`src/rtl/otter_pkg.sv`:
```
// Shared types for the MCU_Otter fetch stage: next-PC source select and fetch FSM states.
// Latency: n/a (types only).
// Backpressure: n/a (types only).
package otter_pkg;

    typedef enum logic [2:0] {
        PC_PLUS4  = 3'd0,
        PC_JALR   = 3'd1,
        PC_BRANCH = 3'd2,
        PC_JAL    = 3'd3,
        PC_MTVEC  = 3'd4,
        PC_MEPC   = 3'd5
    } pc_src_t;

    typedef enum logic [1:0] {
        REQ    = 2'd0,
        WAIT   = 2'd1,
        SQUASH = 2'd2
    } fetch_state_t;

endpackage

```
`src/rtl/otter_fetch_unit_if.sv`:
```
// Fetch-side bus bundle: the instruction-memory request/response and the decode-facing buffer.
// Latency: n/a (wiring only).
// Backpressure: ir_ready from decode gates new fetch requests in the master.
// Ports: imem_req/imem_addr/imem_gnt/imem_rvalid/imem_rdata toward memory,
//        ir/ir_pc/ir_valid/ir_ready toward decode.
interface otter_fetch_unit_if;

    logic        imem_req;
    logic [31:0] imem_addr;
    logic        imem_gnt;
    logic        imem_rvalid;
    logic [31:0] imem_rdata;
    logic [31:0] ir;
    logic [31:0] ir_pc;
    logic        ir_valid;
    logic        ir_ready;

    // The fetch unit side.
    modport master (
        output imem_req, imem_addr, ir, ir_pc, ir_valid,
        input  imem_gnt, imem_rvalid, imem_rdata, ir_ready
    );

    // Memory plus decode side.
    modport slave (
        input  imem_req, imem_addr, ir, ir_pc, ir_valid,
        output imem_gnt, imem_rvalid, imem_rdata, ir_ready
    );

endinterface

```
`src/rtl/otter_pc_mux.sv`:
```
// Next-PC target select; outputs a word-aligned target plus a bit-1 misalignment flag.
// Latency: combinational.
// Backpressure: none.
// Ports: pc_source/pc and the five targets in; target (bits [1:0] cleared) and misaligned out.
// PC_MISALIGN_CHECK_EN: when defined, misaligned reports bit 1 of the selected target; otherwise it is 0.
module otter_pc_mux
    import otter_pkg::*;
(
    input  logic [2:0]  pc_source,
    input  logic [31:0] pc,
    input  logic [31:0] jal,
    input  logic [31:0] jalr,
    input  logic [31:0] branch,
    input  logic [31:0] mtvec,
    input  logic [31:0] mepc,
    output logic [31:0] target,
    output logic        misaligned
);

    logic [31:0] sel;

    always_comb begin
        sel = pc + 32'd4;
        case (pc_source)
            PC_JALR:   sel = jalr & ~32'd1;
            PC_BRANCH: sel = branch;
            PC_JAL:    sel = jal;
            PC_MTVEC:  sel = mtvec;
            PC_MEPC:   sel = mepc;
            default:   sel = pc + 32'd4;  // PC_PLUS4 and the unused codes 6/7
        endcase
    end

    assign target = sel & ~32'd3;

`ifdef PC_MISALIGN_CHECK_EN
    assign misaligned = sel[1];
`else
    assign misaligned = 1'b0;
`endif

endmodule

```
`src/rtl/otter_fetch_unit.sv`:
```
// PC register and single-outstanding instruction fetch into a one-entry valid/ready buffer.
// Latency: gnt at n, rvalid at n+k -> ir_valid at n+k+1; redirect at n -> new imem_addr at n+1.
// Backpressure: no request is issued unless the buffer is empty or being consumed this cycle.
// Ports: CLK/RST, PC_SOURCE + redirect + targets (jal/jalr/branch/mtvec/mepc), PC, misalign,
//        and the bus interface (imem request/response, ir buffer to decode).
// PC_MISALIGN_CHECK_EN: when defined, misalign pulses for one cycle after a redirect whose target has bit 1 set.
module otter_fetch_unit
    import otter_pkg::*;
#(
    parameter logic [31:0] RESET_ADDR = 32'h0000_0000
) (
    input  logic               CLK,
    input  logic               RST,
    input  logic [2:0]         PC_SOURCE,
    input  logic               redirect,
    input  logic [31:0]        jal,
    input  logic [31:0]        jalr,
    input  logic [31:0]        branch,
    input  logic [31:0]        mtvec,
    input  logic [31:0]        mepc,
    output logic [31:0]        PC,
    output logic               misalign,
    otter_fetch_unit_if.master bus
);

    fetch_state_t state, state_nx;
    logic [31:0]  pc_q, ir_q, ir_pc_q, target;
    logic         ir_valid_q, tgt_misaligned, fire, capture;

    otter_pc_mux u_pc_mux (
        .pc_source  (PC_SOURCE),
        .pc         (pc_q),
        .jal        (jal),
        .jalr       (jalr),
        .branch     (branch),
        .mtvec      (mtvec),
        .mepc       (mepc),
        .target     (target),
        .misaligned (tgt_misaligned)
    );

    assign fire = bus.imem_req && bus.imem_gnt;
    // A redirect in the same cycle as rvalid drops the returning word.
    assign capture = (state == WAIT) && bus.imem_rvalid && !redirect;

    // State register
    always_ff @(posedge CLK) begin
        if (RST) state <= REQ;
        else     state <= state_nx;
    end

    // Next-state logic
    always_comb begin
        state_nx = state;
        unique case (state)
            REQ:     if (fire) state_nx = WAIT;
            WAIT: begin
                if (bus.imem_rvalid) state_nx = REQ;
                else if (redirect)   state_nx = SQUASH;
            end
            SQUASH:  if (bus.imem_rvalid) state_nx = REQ;
            default: state_nx = REQ;
        endcase
    end

    // Output logic: only request when the buffer will have room for the reply.
    always_comb begin
        bus.imem_req = (state == REQ) && !RST && !redirect && (!ir_valid_q || bus.ir_ready);
    end

    always_ff @(posedge CLK) begin
        if (RST) begin
            pc_q       <= RESET_ADDR;
            ir_q       <= 32'd0;
            ir_pc_q    <= 32'd0;
            ir_valid_q <= 1'b0;
        end else begin
            if (redirect)  pc_q <= target;
            else if (fire) pc_q <= pc_q + 32'd4;

            // PC already advanced at grant, so the fetched word belongs to PC-4.
            if (capture) begin
                ir_q       <= bus.imem_rdata;
                ir_pc_q    <= pc_q - 32'd4;
                ir_valid_q <= 1'b1;
            end else if (redirect || (ir_valid_q && bus.ir_ready)) begin
                ir_valid_q <= 1'b0;
            end
        end
    end

`ifdef PC_MISALIGN_CHECK_EN
    logic misalign_q;
    always_ff @(posedge CLK) begin
        if (RST) misalign_q <= 1'b0;
        else     misalign_q <= redirect && tgt_misaligned;
    end
    assign misalign = misalign_q;
`else
    // The mux ties its flag low in this build.
    assign misalign = tgt_misaligned;
`endif

    assign PC           = pc_q;
    assign bus.imem_addr = pc_q;
    assign bus.ir        = ir_q;
    assign bus.ir_pc     = ir_pc_q;
    assign bus.ir_valid  = ir_valid_q;

endmodule

```
`src/flat_wrapper.sv`:
```
// flat-port wrapper written by rule: the top's interface ports become plain ports
module otter_fetch_unit_flat import otter_pkg::*;
#(
    parameter logic [31:0] RESET_ADDR = 32'h0000_0000
)
  (CLK, RST, PC_SOURCE, redirect, jal, jalr, branch, mtvec, mepc, PC, misalign, bus_imem_req, bus_imem_addr, bus_ir, bus_ir_pc, bus_ir_valid, bus_imem_gnt, bus_imem_rvalid, bus_imem_rdata, bus_ir_ready);
  otter_fetch_unit_if bus_i ();
  input  logic CLK;
  input  logic RST;
  input  logic [2:0] PC_SOURCE;
  input  logic redirect;
  input  logic [31:0] jal;
  input  logic [31:0] jalr;
  input  logic [31:0] branch;
  input  logic [31:0] mtvec;
  input  logic [31:0] mepc;
  output logic [31:0] PC;
  output logic misalign;
  output wire logic [$bits(bus_i.imem_req)-1:0] bus_imem_req;
  output wire logic [$bits(bus_i.imem_addr)-1:0] bus_imem_addr;
  output wire logic [$bits(bus_i.ir)-1:0] bus_ir;
  output wire logic [$bits(bus_i.ir_pc)-1:0] bus_ir_pc;
  output wire logic [$bits(bus_i.ir_valid)-1:0] bus_ir_valid;
  input wire logic [$bits(bus_i.imem_gnt)-1:0] bus_imem_gnt;
  input wire logic [$bits(bus_i.imem_rvalid)-1:0] bus_imem_rvalid;
  input wire logic [$bits(bus_i.imem_rdata)-1:0] bus_imem_rdata;
  input wire logic [$bits(bus_i.ir_ready)-1:0] bus_ir_ready;
  assign bus_imem_req = bus_i.imem_req;
  assign bus_imem_addr = bus_i.imem_addr;
  assign bus_ir = bus_i.ir;
  assign bus_ir_pc = bus_i.ir_pc;
  assign bus_ir_valid = bus_i.ir_valid;
  assign bus_i.imem_gnt = bus_imem_gnt;
  assign bus_i.imem_rvalid = bus_imem_rvalid;
  assign bus_i.imem_rdata = bus_imem_rdata;
  assign bus_i.ir_ready = bus_ir_ready;
  otter_fetch_unit #(.RESET_ADDR(RESET_ADDR)) u_core (.CLK(CLK), .RST(RST), .PC_SOURCE(PC_SOURCE), .redirect(redirect), .jal(jal), .jalr(jalr), .branch(branch), .mtvec(mtvec), .mepc(mepc), .PC(PC), .misalign(misalign), .bus(bus_i));
endmodule
```
`config.mk`:
```
export PLATFORM = sky130hd
export DESIGN_NAME = otter_fetch_unit_flat
export DESIGN_NICKNAME = d
export VERILOG_FILES = /design/src/rtl/otter_pkg.sv /design/src/rtl/otter_fetch_unit_if.sv /design/src/rtl/otter_pc_mux.sv /design/src/rtl/otter_fetch_unit.sv /design/src/flat_wrapper.sv
export SDC_FILE = /design/constraint.sdc
export NUM_CORES = 1
export LEC_CHECK = 0
export BUFFER_PORTS_ARGS = -buffer_cell sky130_fd_sc_hd__buf_2
export CAP_MARGIN = 20
export CELL_PAD_IN_SITES_DETAIL_PLACEMENT = 1
export CELL_PAD_IN_SITES_GLOBAL_PLACEMENT = 2
export CORE_UTILIZATION = 27
export DETAILED_ROUTE_END_ITERATION = 8
export HOLD_SLACK_MARGIN = 0.08
export MAX_ROUTING_LAYER = met4
export PLACE_DENSITY_LB_ADDON = 0.1
export SYNTH_ARGS = -nofsm -noshare
export SYNTH_HDL_FRONTEND = slang
export SYNTH_HIERARCHICAL = 1
export SYNTH_SLANG_ARGS = --single-unit
```
`constraint.sdc`:
```
create_clock -name CLK -period 4.15 [get_ports CLK]
set_clock_uncertainty 0.15 [all_clocks]
set_input_delay 0.6225 -clock CLK [delete_from_list [all_inputs] [get_ports CLK]]
set_output_delay 0.6225 -clock CLK [all_outputs]
set_load 0.05 [all_outputs]
```
-- Word level (Yosys, flattened, before mapping)
Index checks and enable logic that the tools add are counted.
- add/subtract/negate cells: 2
- equality and inequality tests: 10
- multiplexer cells: 10
- reduce and logical (&&, ||, !) cells: 17
- operators with widths (operator ; number):
    case mux 32 bit (5 select lines) ; 1
    two-way mux 32 bit ; 2
    adder 32 x 3 -> 32 bit, second input constant ; 1
    subtractor 32 x 3 -> 32 bit, second input constant ; 1
    two-way mux 2 bit ; 4
    logical AND 1 bit ; 7
    equality test 3 x 2 -> 1 bit, second input constant ; 2
    equality test 3 bit, second input constant ; 2
    case mux 2 bit (3 select lines) ; 1
    nonzero test 2 bit ; 2
    equality test 3 x 1 -> 1 bit, second input constant ; 1
    logical NOT 1 bit ; 3
    != test 3 bit, second input constant ; 1
    AND reduction 3 bit ; 1
    equality test 2 x 1 -> 1 bit, second input constant ; 1
    equality test 2 bit, second input constant ; 1
    logical NOT 2 bit ; 1
    logical OR 1 bit ; 2
    two-way mux 1 bit ; 2
    != test 2 x 1 -> 1 bit, second input constant ; 1
    != test 2 bit, second input constant ; 1
    OR reduction 2 bit ; 1
- flip-flop bits (word level): 99
- input bits: 201
- output and inout bits: 131
- word-level logic and storage cells: 45

-- Longest topological paths before layout
- word-level depth: 7
- mapped depth: 10
- mapped depth without buffers: 8

-- Hierarchy
Netlist, hierarchy kept.
- by module, submodules not included (module ; times used ; cells an instance ; area each (um^2) ; seq. area each (um^2)):
    otter_fetch_unit ; 1 ; 626 ; 5023.6 ; 1981.9
    otter_pc_mux ; 1 ; 319 ; 2220.9 ; 0.0

-- Worst setup path after synthesis
Ideal clock, no wire load.
- path type: register -> register
- start: reg u_core.pc_q[6] (netlist: u_core/PC[6])
- end: reg u_core.pc_q[24] (netlist: u_core/PC[24])
- setup time: 0.074 ns
- arrival time: 2.686 ns
- required time: 3.926 ns
- slack: 1.240 ns
- cell stages (with the launch flop): 7
- path buffers: 1
- clock period less this slack: 2.910 ns
- cell sequence: dfxtp_1 buf_2 nand4_1 nor3_1 nand3_1 or4b_2 a31oi_1
- longest elaborated chain between the ends: 3
- elaborated cells on any way between the ends: 4
- classes of those cells: add/sub (1); mux (3)
- RTL lines (element ; line ; RTL):
    start: declaration ; otter_fetch_unit.sv:27 ; logic [31:0] pc_q, ir_q, ir_pc_q, target;
    start signal: assignment ; otter_fetch_unit.sv:78 ; if (redirect) pc_q <= target;
    start signal: assignment ; otter_fetch_unit.sv:79 ; else if (fire) pc_q <= pc_q + 32'd4;
    adder 32 x 3 -> 32 bit * ; otter_pc_mux.sv:30, otter_fetch_unit.sv:79 ;
    case mux 32 bit (5 select lines) / two-way mux 32 bit (equally long branches) ; otter_pc_mux.sv:24, otter_fetch_unit.sv:79 ;
    two-way mux 32 bit * ; otter_fetch_unit.sv:78 ;
Every way passes the cells marked *; elsewhere a longest branch is shown, timed or not. The select of a mux whose other input is x is not followed.
A chain may end at the register's enable or synchronous reset.

-- Worst setup path after layout
- start: reg u_core.pc_q[7] (netlist: u_core/PC[7])
- end: reg u_core.pc_q[29] (netlist: u_core/PC[29])
- longest elaborated chain between the ends: 3
- elaborated cells on any way between the ends: 4
- classes of those cells: add/sub (1); mux (3)
- RTL lines (element ; line ; RTL):
    adder 32 x 3 -> 32 bit ; otter_pc_mux.sv:30 ; default: sel = pc + 32'd4;
    case mux 32 bit (5 select lines) ; otter_pc_mux.sv:24 ; case (pc_source)
    named net u_core.target[29] ; otter_fetch_unit.sv:27 ;
    two-way mux 32 bit ; otter_fetch_unit.sv:78 ;
The timed path passes the listed nets, and every way through them passes these cells. The select of a mux whose other input is x is not followed.

==> results_dict.tcl <==
set metrics [dict create \
    antenna_found_initial 0 \
    h-tree-depth 3 \
    drcViolationCount 11 \
    dp_hpwl_mm 21.60 \
    comb_power_share_pct 29.1 \
    worst-slew-pin-transition_ps 1034 \
    grt_overflow_total 0 \
    final_cell_area_um2 9135 \
    rsz0062_at_grt "false" \
    synthFlopType "dfxtp_1" \
    setup_slack_ps 1134 \
    routed_via_density 5.244 \
    layout_common_cells "buf_2, nand2_1, dfxtp_1" \
    r2r_setup_slack_ps 1130 \
    worstSetupEndpointType "flop" \
    critPathKind "reg2reg" \
    arrival_ps 3070 \
    violations "design-rule violations" \
    vdd_drop_max_mv 0.2088 \
    drt_iter0_drc 321 \
    grt_pass1_wl_mm 45.05 \
    tns_ps 0 \
    post-route-min-period_ps 3016 \
    rr_endpoint "u_core/PC[29]$_SDFFE_PP0P_" \
    initial_core_util_pct 27.64 \
    drt_wl_total_mm 29.05 \
    die_y_um 165.8 \
    first_pass_iters 6 \
    max_clock_freq_mhz 331.6 \
    p_leak_nw 3.752 \
    endpoint "u_core/PC[29]$_SDFFE_PP0P_" \
    cts_buffers 9 \
    grtUsageTotal_pct 21.35 \
    finalSetupViolations 0 \
    fin_crit_sh_pct 72.67 \
    synth.avg_cell_area_um2 7.666 \
    yosysSeqAreaShare_pct 27.36 \
    dpl_cell_area_um2 8802 \
    hp-class "reg2reg" \
    r2r_cells 7 \
    required_ps 4200 \
    syn_inst 945 \
    post-place-ws_ps 1098 \
    status "complete, but fails checks" \
    switchingPower_mw 1.015 \
    async_flop_share_pct 0 \
    cts_setup_buffers 0 \
    pin_count 332 \
    cts_tree "yes" \
    hold_viol 0 \
    final_layout_size_suffix_gt1_share_pct 34.77 \
    die-width_um 165.8 \
    nets 1381 \
    cts.repair.resized 0 \
    syn_area_um2 7244 \
    drv_cap 0 \
    num_vias 7955 \
    clock_sinks 99 \
    core_area_um2 26210 \
    clock_latency_ps 350 \
    routedWlPerCell_um 19.15 \
    power_frac_seq_pct 37.4 \
    p_int_mw 1.830 \
    relSlewSlack_pct 31.03 \
    synth.distinct_cells 71 \
    netSwitchingFraction_pct 35.66 \
    cts.clk_slew.worst_paths_ps 70 \
    n_antenna_cell 0 \
    grt_max_degree 83 \
    maxSlewViolCount 0 \
    io_buffers 320 \
    grt_pass1_vias 7787 \
    crit_start "u_core/PC[7]$_SDFFE_PP0P_" \
    power_density_nw_per_um2 311.4 \
    dieArea_um2 27490 \
    worstPathMaxFanout 14 \
    final_common_cell "buf_2" \
    synth_edf_count 0 \
    cts_buffer_depth 2 \
    num_rows 59 \
    reg2reg_from "u_core/PC[7]$_SDFFE_PP0P_" \
    ys_seq_elements 99 \
    postRouteAntennaNets 0 \
    start_kind "flop" \
    cts_root_buf "clkbuf_16" \
    gp_congestion 0.7846 \
    pwr-share-clk_pct 33.5 \
    synth_warnings 6 \
    fin_hold_ws_ps 304.2 \
    hold_buffers 0 \
    syn_to_final_growth_pct 26.10 \
]
## worst max-delay path: stages (launching register included)
cell,delay [ps]
dfxtp_1,670
and4_1,460
nand4_2,390
or2_1,410
a311o_1,380
and2_1,160
a31oi_1,140
o22ai_1,90
## state kept, by name, summed over array words and instances (netlist names)
| register | flops |
|---|---|
| u_core/PC | 32 |
| u_core/bus.ir | 32 |
| u_core/bus.ir_pc | 32 |
| u_core/state | 2 |
| u_core/bus.ir_valid | 1 |
## logic make-up (layout without fill, tap and decap cells)
| logic type | Yosys count | after routing | share of synthesized area [%] |
|---|---|---|---|
| buf+inv | 141 | 376 | 10.10 |
| xor+xnor | 43 | 43 | 5.199 |
| simple gates | 359 | 359 | 25.91 |
| other cells | 1 | 3 | 0.05176 |
| fa+ha+maj | 3 | 3 | 0.5182 |
| flops | 99 | 99 | 27.36 |
| compound gates | 263 | 263 | 25.20 |
| mux | 36 | 36 | 5.665 |
## metal layers
metal / track usage (%) / share of wire, % / vias up
met3: 3.098 / 3.2 / 27
met4: 4.795 / 1.4 / 0
li1: - / - / 3921
met2: 36.99 / 51 / 149
met1: 26.12 / 45 / 3858
met5: - / 0 / -
## synth_stat cells (all sizes together) (7+ instances only)
cell type,n,share of area [%]
o22ai,18,1.6
buf,66,6.2
clkbuf,62,3.2
and2,12,1.1
nor3,25,1.7
o22a,9,1.1
o21a,7,0.73
nand3,29,2.0
dfxtp,99,27
inv,12,0.62
mux2,30,4.7
a21oi,65,4.5
nor4,18,2.2
a211oi,34,3.6
o211ai,9,0.93
nand2,117,6.1
o21ai,21,1.5
nor2,64,3.3
or4,13,1.5
nand4,17,1.6
nor2b,8,0.69
a22oi,22,2.3
xor2,13,1.6
a31oi,17,1.5
and4,11,1.3
or3,16,1.4
a22o,8,0.97
nand2b,11,0.95
xnor2,30,3.6
## power by group through the flow
stage               Clock [mW]  Combinational, mW  Sequential, mW
finish                   0.953              0.828            1.06
global route              1.03              0.896            1.07
CTS                      0.989              0.839            1.06
detailed placement           0              0.837            1.09
global placement             0              0.831            1.09
floorplan                    0              0.531            1.15
## how the worst min path moves through the flow
stage                                         from                              to  slack [ps]  cells past startpoint
global placement    u_core/bus.ir[24]$_SDFFE_PP0P_  u_core/bus.ir[24]$_SDFFE_PP0P_         290                      2
finish               u_core/bus.ir[5]$_SDFFE_PP0P_   u_core/bus.ir[5]$_SDFFE_PP0P_         300                      2
CTS                                bus_imem_rvalid    u_core/state[1]$_SDFFE_PP0P_         300                      2
global route                       bus_imem_rvalid    u_core/state[1]$_SDFFE_PP0P_         310                      2
detailed placement  u_core/bus.ir[20]$_SDFFE_PP0P_  u_core/bus.ir[20]$_SDFFE_PP0P_         300                      2
floorplan             u_core/state[1]$_SDFFE_PP0P_    u_core/state[0]$_SDFFE_PP0P_         300                      1
## through the flow
step / utilization (%) / cells / total power, mW
after floorplan: - / 947 / 1.686
after global placement: 33.59 / 1501 / 1.918
after detailed placement: 33.59 / 1501 / 1.924
after CTS: 34.86 / 1517 / 2.893
after global routing: 34.86 / 1517 / 2.998
final: 34.86 / 1517 / 2.845
## final cells by class
cell class	count	area, um^2
Tap cell	335	419.2
Clock inverter	6	93.84
Inverter	13	48.80
Multi-Input combinational cell	707	4546
Sequential cell	99	1982
Timing Repair Buffer	347	1807
Fill cell	3300	17070
Clock buffer	10	239.0
(Power assumes the default switching activity.)
